**config.mk**
```make
export PLATFORM = sky130hd
export DESIGN_NAME = regset_wb_arbiter
export DESIGN_NICKNAME = d
export VERILOG_FILES = /design/src/rtl/regset_pkg.sv /design/src/rtl/rr_arbiter.sv /design/src/rtl/regset_wb_arbiter.sv
export SDC_FILE = /design/constraint.sdc
export NUM_CORES = 1
export LEC_CHECK = 0
export CAP_MARGIN = 5
export CORE_ASPECT_RATIO = 0.9
export CORE_MARGIN = 3
export CORE_UTILIZATION = 48
export CTS_BUF_LIST = sky130_fd_sc_hd__clkbuf_16
export DETAILED_ROUTE_END_ITERATION = 16
export PLACE_DENSITY = 0.87
export REMOVE_ABC_BUFFERS = 1
export SLEW_MARGIN = 20
export SYNTH_ARGS = -nofsm -noshare
export SYNTH_HDL_FRONTEND = slang
export SYNTH_HIERARCHICAL = 1
export SYNTH_SLANG_ARGS = --single-unit
```
**constraint.sdc**
```tcl
create_clock -name CLK -period 8.5 [get_ports CLK]
set_input_delay 1.7 -clock CLK [delete_from_list [all_inputs] [get_ports CLK]]
set_output_delay 1.7 -clock CLK [all_outputs]
set_load 0.03 [all_outputs]
```
**src/rtl/regset_pkg.sv**
```systemverilog
// Shared sizes and writeback requester indices for the register set.
// Latency: none (constants only).
// Backpressure: not applicable.
package regset_pkg;

  localparam int REG_ADDR_W = 5;
  localparam int REG_DATA_W = 32;
  localparam int REG_COUNT  = 32;
  localparam int WB_N_REQ   = 3;

  // Writeback requester slots
  localparam int WB_ALU = 0;
  localparam int WB_MEM = 1;
  localparam int WB_MUL = 2;

endpackage

```
**src/rtl/rr_arbiter.sv**
```systemverilog
// Round-robin grant among N requesters with a rotating priority pointer.
// Latency: grant is combinational from req; the pointer moves at the next edge.
// Backpressure: ungranted requesters hold; the pointer moves only on advance.
module rr_arbiter #(
  parameter int N = 3
) (
  input  logic         CLK,
  input  logic         RES,
  input  logic [N-1:0] req,
  input  logic         advance,
  output logic [N-1:0] grant
);

  localparam int PW = (N > 1) ? $clog2(N) : 1;

  logic [PW-1:0] r_ptr;
  logic [PW-1:0] w_next_ptr;
  logic          w_found;

  // First active request at or above the pointer wins, otherwise wrap to the bottom
  always_comb begin
    grant      = '0;
    w_found    = 1'b0;
    w_next_ptr = r_ptr;
    for (int i = 0; i < N; i++) begin
      if (!w_found && req[i] && (i >= int'(r_ptr))) begin
        w_found    = 1'b1;
        grant[i]   = 1'b1;
        w_next_ptr = (i == N - 1) ? '0 : PW'(i + 1);
      end
    end
    for (int i = 0; i < N; i++) begin
      if (!w_found && req[i] && (i < int'(r_ptr))) begin
        w_found    = 1'b1;
        grant[i]   = 1'b1;
        w_next_ptr = (i == N - 1) ? '0 : PW'(i + 1);
      end
    end
  end

  // Move priority just past the requester that transferred
  always_ff @(posedge CLK) begin
    if (RES) begin
      r_ptr <= '0;
    end else if (advance && w_found) begin
      r_ptr <= w_next_ptr;
    end
  end

endmodule

```
**src/rtl/regset_wb_arbiter.sv**
```systemverilog
// Shares the register-set write port among writeback requesters; tracks pending writes.
// Latency: one cycle from a granted transfer to D/A_D/write_enable.
// Backpressure: one grant per cycle via req_ready; issue refused by stall_issue on WAW.
module regset_wb_arbiter
  import regset_pkg::*;
#(
  parameter int N_REQ  = WB_N_REQ,
  parameter int DATA_W = REG_DATA_W,
  parameter int ADDR_W = REG_ADDR_W
) (
  input  logic                    CLK,
  input  logic                    RES,
  input  logic [N_REQ-1:0]        req_valid,
  output logic [N_REQ-1:0]        req_ready,
  input  logic [N_REQ*ADDR_W-1:0] req_addr,
  input  logic [N_REQ*DATA_W-1:0] req_data,
  input  logic                    issue_valid,
  input  logic [ADDR_W-1:0]       issue_addr,
  output logic                    stall_issue,
  input  logic [ADDR_W-1:0]       A_Q0,
  input  logic [ADDR_W-1:0]       A_Q1,
  output logic                    hazard0,
  output logic                    hazard1,
  output logic [DATA_W-1:0]       D,
  output logic [ADDR_W-1:0]       A_D,
  output logic                    write_enable
);

  localparam int NREG = 2 ** ADDR_W;

  logic [N_REQ-1:0]  w_grant;
  logic              w_xfer;
  logic [ADDR_W-1:0] w_xfer_addr;
  logic [DATA_W-1:0] w_xfer_data;
  logic              w_set;
  logic [NREG-1:0]   r_busy;
  logic [DATA_W-1:0] r_d;
  logic [ADDR_W-1:0] r_ad;
  logic              r_we;

  rr_arbiter #(
    .N (N_REQ)
  ) u_rr (
    .CLK     (CLK),
    .RES     (RES),
    .req     (req_valid),
    .advance (w_xfer),
    .grant   (w_grant)
  );

  // A grant is only ever given to a valid requester, so any grant is a transfer
  assign req_ready = w_grant;
  assign w_xfer    = |w_grant;

  // Pick the address/data slice of the granted requester
  always_comb begin
    w_xfer_addr = '0;
    w_xfer_data = '0;
    for (int i = 0; i < N_REQ; i++) begin
      if (w_grant[i]) begin
        w_xfer_addr = req_addr[i*ADDR_W +: ADDR_W];
        w_xfer_data = req_data[i*DATA_W +: DATA_W];
      end
    end
  end

  // Stall looks only at registered busy, so a same-cycle writeback does not unblock issue
  assign stall_issue = issue_valid && r_busy[issue_addr] && (issue_addr != '0);
  assign w_set       = issue_valid && !stall_issue && (issue_addr != '0);

  // Pending-write scoreboard: clear on writeback, then set on issue so a new writer wins
  always_ff @(posedge CLK) begin
    if (RES) begin
      r_busy <= '0;
    end else begin
      if (w_xfer) begin
        r_busy[w_xfer_addr] <= 1'b0;
      end
      if (w_set) begin
        r_busy[issue_addr] <= 1'b1;
      end
      r_busy[0] <= 1'b0;
    end
  end

  // Register the granted write; address 0 consumes the slot but never strobes
  always_ff @(posedge CLK) begin
    if (RES) begin
      r_d  <= '0;
      r_ad <= '0;
      r_we <= 1'b0;
    end else if (w_xfer) begin
      r_d  <= w_xfer_data;
      r_ad <= w_xfer_addr;
      r_we <= (w_xfer_addr != '0);
    end else begin
      r_we <= 1'b0;
    end
  end

  assign D            = r_d;
  assign A_D          = r_ad;
  assign write_enable = r_we;

  // A read is stale while its register is pending or is being written this cycle
  assign hazard0 = (A_Q0 != '0) && (r_busy[A_Q0] || (r_we && (r_ad == A_Q0)));
  assign hazard1 = (A_Q1 != '0) && (r_busy[A_Q1] || (r_we && (r_ad == A_Q1)));

endmodule

```
==> qor.yml <==
outcome:
  run_status: "finished clean"
sta:
  tightestPinTransition_ns: 0.946
  fin_crit_sh: 0.828
  report.final.slew_viol_count: 0
  finalHoldViolCount: 0
  rsz0062_at_grt: "false"
  max_slew_margin: 0.367
  skew_ns: 0.00870
  layout_min_cycle_time_ns: 7.04
  hold_ws_ns: 0.520
  setup_tns_ns: 0
  max_clock_freq_ghz: 0.142
  setup_viol: 0
synthesis:
  yosys_warnings: 6
  synth_area_um2: 4430
  avgSynthCellArea_um2: 8.46
  synth_edf_count: 0
  ys.flop_type: "dfxtp_1"
  async_flop_share: 0
  postSynthCellCount: 524
  synth_seq_cells: 71
  yosysSeqAreaShare: 0.321
  synth_cell_types: 47
die:
  initial_core_util: 0.505
  die_w_um: 107
  ios: 176
  rows: 32
  dieArea_um2: 10400
  dieHeight_um: 97.1
  design.core.area_um2: 8770
global_routing:
  antenna_found_initial: 0
  grt_max_degree: 81
  grt_pass1_wl_um: 25700
  gr-total-overflow: 0
  grt_pass1_vias: 4986
  track_usage: 0.311
worst_setup_path:
  cpMaxStageDelayCell: "clkdlybuf4s50_1"
  critPathMaxFanout: 15
  critPathBufInv: 2
  end_kind: "output pin"
  path_cells: "clkdlybuf4s50_1 -> mux4_2 -> a22o_1 -> a2111oi_4 -> nand2_2 -> o311a_1 -> clkdlybuf4s50_1"
  crit_top_cell: "clkdlybuf4s50_1"
  cp.required_ns: 6.80
  cp_data_arrival_time_ns: 5.34
  path_class: "in -> out"
  critPathTopFamily: "buffers and inverters"
  slowest_delay_ns: 0.95
  critPathLaunchType: "input port"
clocking:
  cts_made_buffers: 9
  cts_root_buf: "clkbuf_16"
  clock_path_buffers: 2
  clock_latency_ns: 0.34
  hold_buffers: 0
  cts_setup_buffers: 0
  clkSinkCount: 71
  clk_pin_slew_ns: 0.06
  cts_tree: "done"
  cts_resized: 0
  htree_levels: 3
final_layout:
  drive_gt1_frac: 0.0795
  fillCellCount: 653
  antenna_cells: 0
  area_growth_pct: 46.6
  nNetsFinal: 806
drt:
  wl_per_cell_um: 20.5
  vias: 5054
  totalWireLength_um: 16400
  drt_iter0_drc: 402
  drcViolationCount: 0
  drt.antenna.violating_nets: 0
  vias_per_cell: 6.33
  drt-pass1-iter-count: 5
place:
  hpwlAfterDp_um: 11900
  gp_congestion: 1.01
  portBuffers: 175
pwr:
  ir_drop_mv: 0.0992
  leakagePower_nw: 2.25
  p_per_area_nw_per_um2: 171
run:
  drv_cap: 0
hold_path:
  hold_class: "reg -> reg"
==> layout make-up <==
type,instances,area [um2],share of cell area
clock inverters,7,65.1,0.0100
inverters,2,7.51,0.00116
repair buffers,180,1780,0.275
clock buffers,9,225,0.0347
flip-flops and latches,71,1420,0.219
well taps,119,149,0.0229
multi-input cells,410,2840,0.438
==> state kept, by name, summed over array words and instances, names as in the netlist <==
name          count
u_rr/r_ptr        2
A_D               5
write_enable      1
D                32
r_busy           31
==> layout by cell type (no fill, tap or decap), types with 12 or more instances in the layout <==
cell             instances
a21oi_1                 69
nand2_1                 12
mux4_2                  21
dfxtp_1                 71
a221oi_1                33
nor2b_1                 12
nand3_1                 18
o21ai_0                 34
nor3b_1                 36
nor2_1                  71
clkdlybuf4s50_1        174
==> final timing paths <==
kind,from,endpoint,slack (ns),depth (start not counted)
worst max-delay path,issue_addr[0],stall_issue,1.46,7
worst min-delay path,r_busy[30],r_busy[30],0.52,2
worst max register to register,u_rr/r_ptr[1],r_busy[21],5.48,9
worst min register to register,r_busy[30],r_busy[30],0.52,2
==> Yosys cell counts, drive strengths merged (2+ instances only) <==
master	instances	share of area
o211ai	2	0.0034
nand3b	10	0.017
nor3b	37	0.063
mux4	21	0.11
or4	2	0.0034
o21ai	34	0.038
o32ai	8	0.016
a221oi	33	0.065
nor3	11	0.015
xor2	4	0.0079
and3	3	0.0042
nor2	71	0.060
or3	6	0.0085
a22o	2	0.0040
buf	12	0.012
inv	2	0.0017
or2	2	0.0028
nor2b	12	0.017
nand3	19	0.023
nand2b	9	0.013
o22ai	10	0.014
clkbuf	29	0.025
a21oi	69	0.078
mux2i	8	0.018
and3b	2	0.0040
nand4	2	0.0028
nand2	13	0.012
dfxtp	71	0.32
xnor2	6	0.012
a21o	2	0.0034
==> per-layer routing <==
layer / part of all wire / vias to the layer above / global-route usage
met2: 0.48 / 310 / 0.500
met1: 0.36 / 2395 / 0.374
met4: 0.038 / 0 / 0.132
li1: - / 2293 / -
met3: 0.12 / 56 / 0.110
met5: 0 / - / 0
==> power breakdown <==
part | total, W | switching (W) | internal (W)
sequential | 0.000378 | 0.0000189 | 0.000359
clock | 0.000371 | 0.000146 | 0.000225
combinational | 0.000363 | 0.000199 | 0.000164
==> metrics by stage <==
| stage | setup WS [ns] | power [W] | area (um2) | instances | utilization |
|---|---|---|---|---|---|
| 2_1_floorplan | 3.33 | 0.000568 | 4270 | 483 | - |
| 3_3_place_gp | 1.59 | 0.000733 | 6210 | 782 | 0.708 |
| 3_5_place_dp | 1.52 | 0.000742 | 6210 | 782 | 0.708 |
| 4_1_cts | 1.50 | 0.00111 | 6500 | 798 | 0.741 |
| 5_1_grt | 1.25 | 0.00116 | 6500 | 798 | 0.741 |
| 6_report | 1.46 | 0.00111 | 6500 | 798 | 0.741 |
==> worst reg2reg max path: cells and delay by family, from the launching register on <==
| kind | cells | cell delay, ns |
|---|---|---|
| AOI/OAI and AO/OA | 6 | 1.40 |
| buffers and inverters | 1 | 0.57 |
| DFF | 1 | 0.38 |
| and+or+nand+nor | 2 | 0.52 |
==> kinds of logic after synthesis <==
group | Yosys count | synth area share
and+or+nand+nor | 204 | 0.254
AOI/OAI and AO/OA | 166 | 0.239
buffers and inverters | 43 | 0.0387
DFF | 71 | 0.321
xor gates and xnor gates | 10 | 0.0198
muxes | 30 | 0.127
Note: power is estimated with default switching activity, not from simulation.
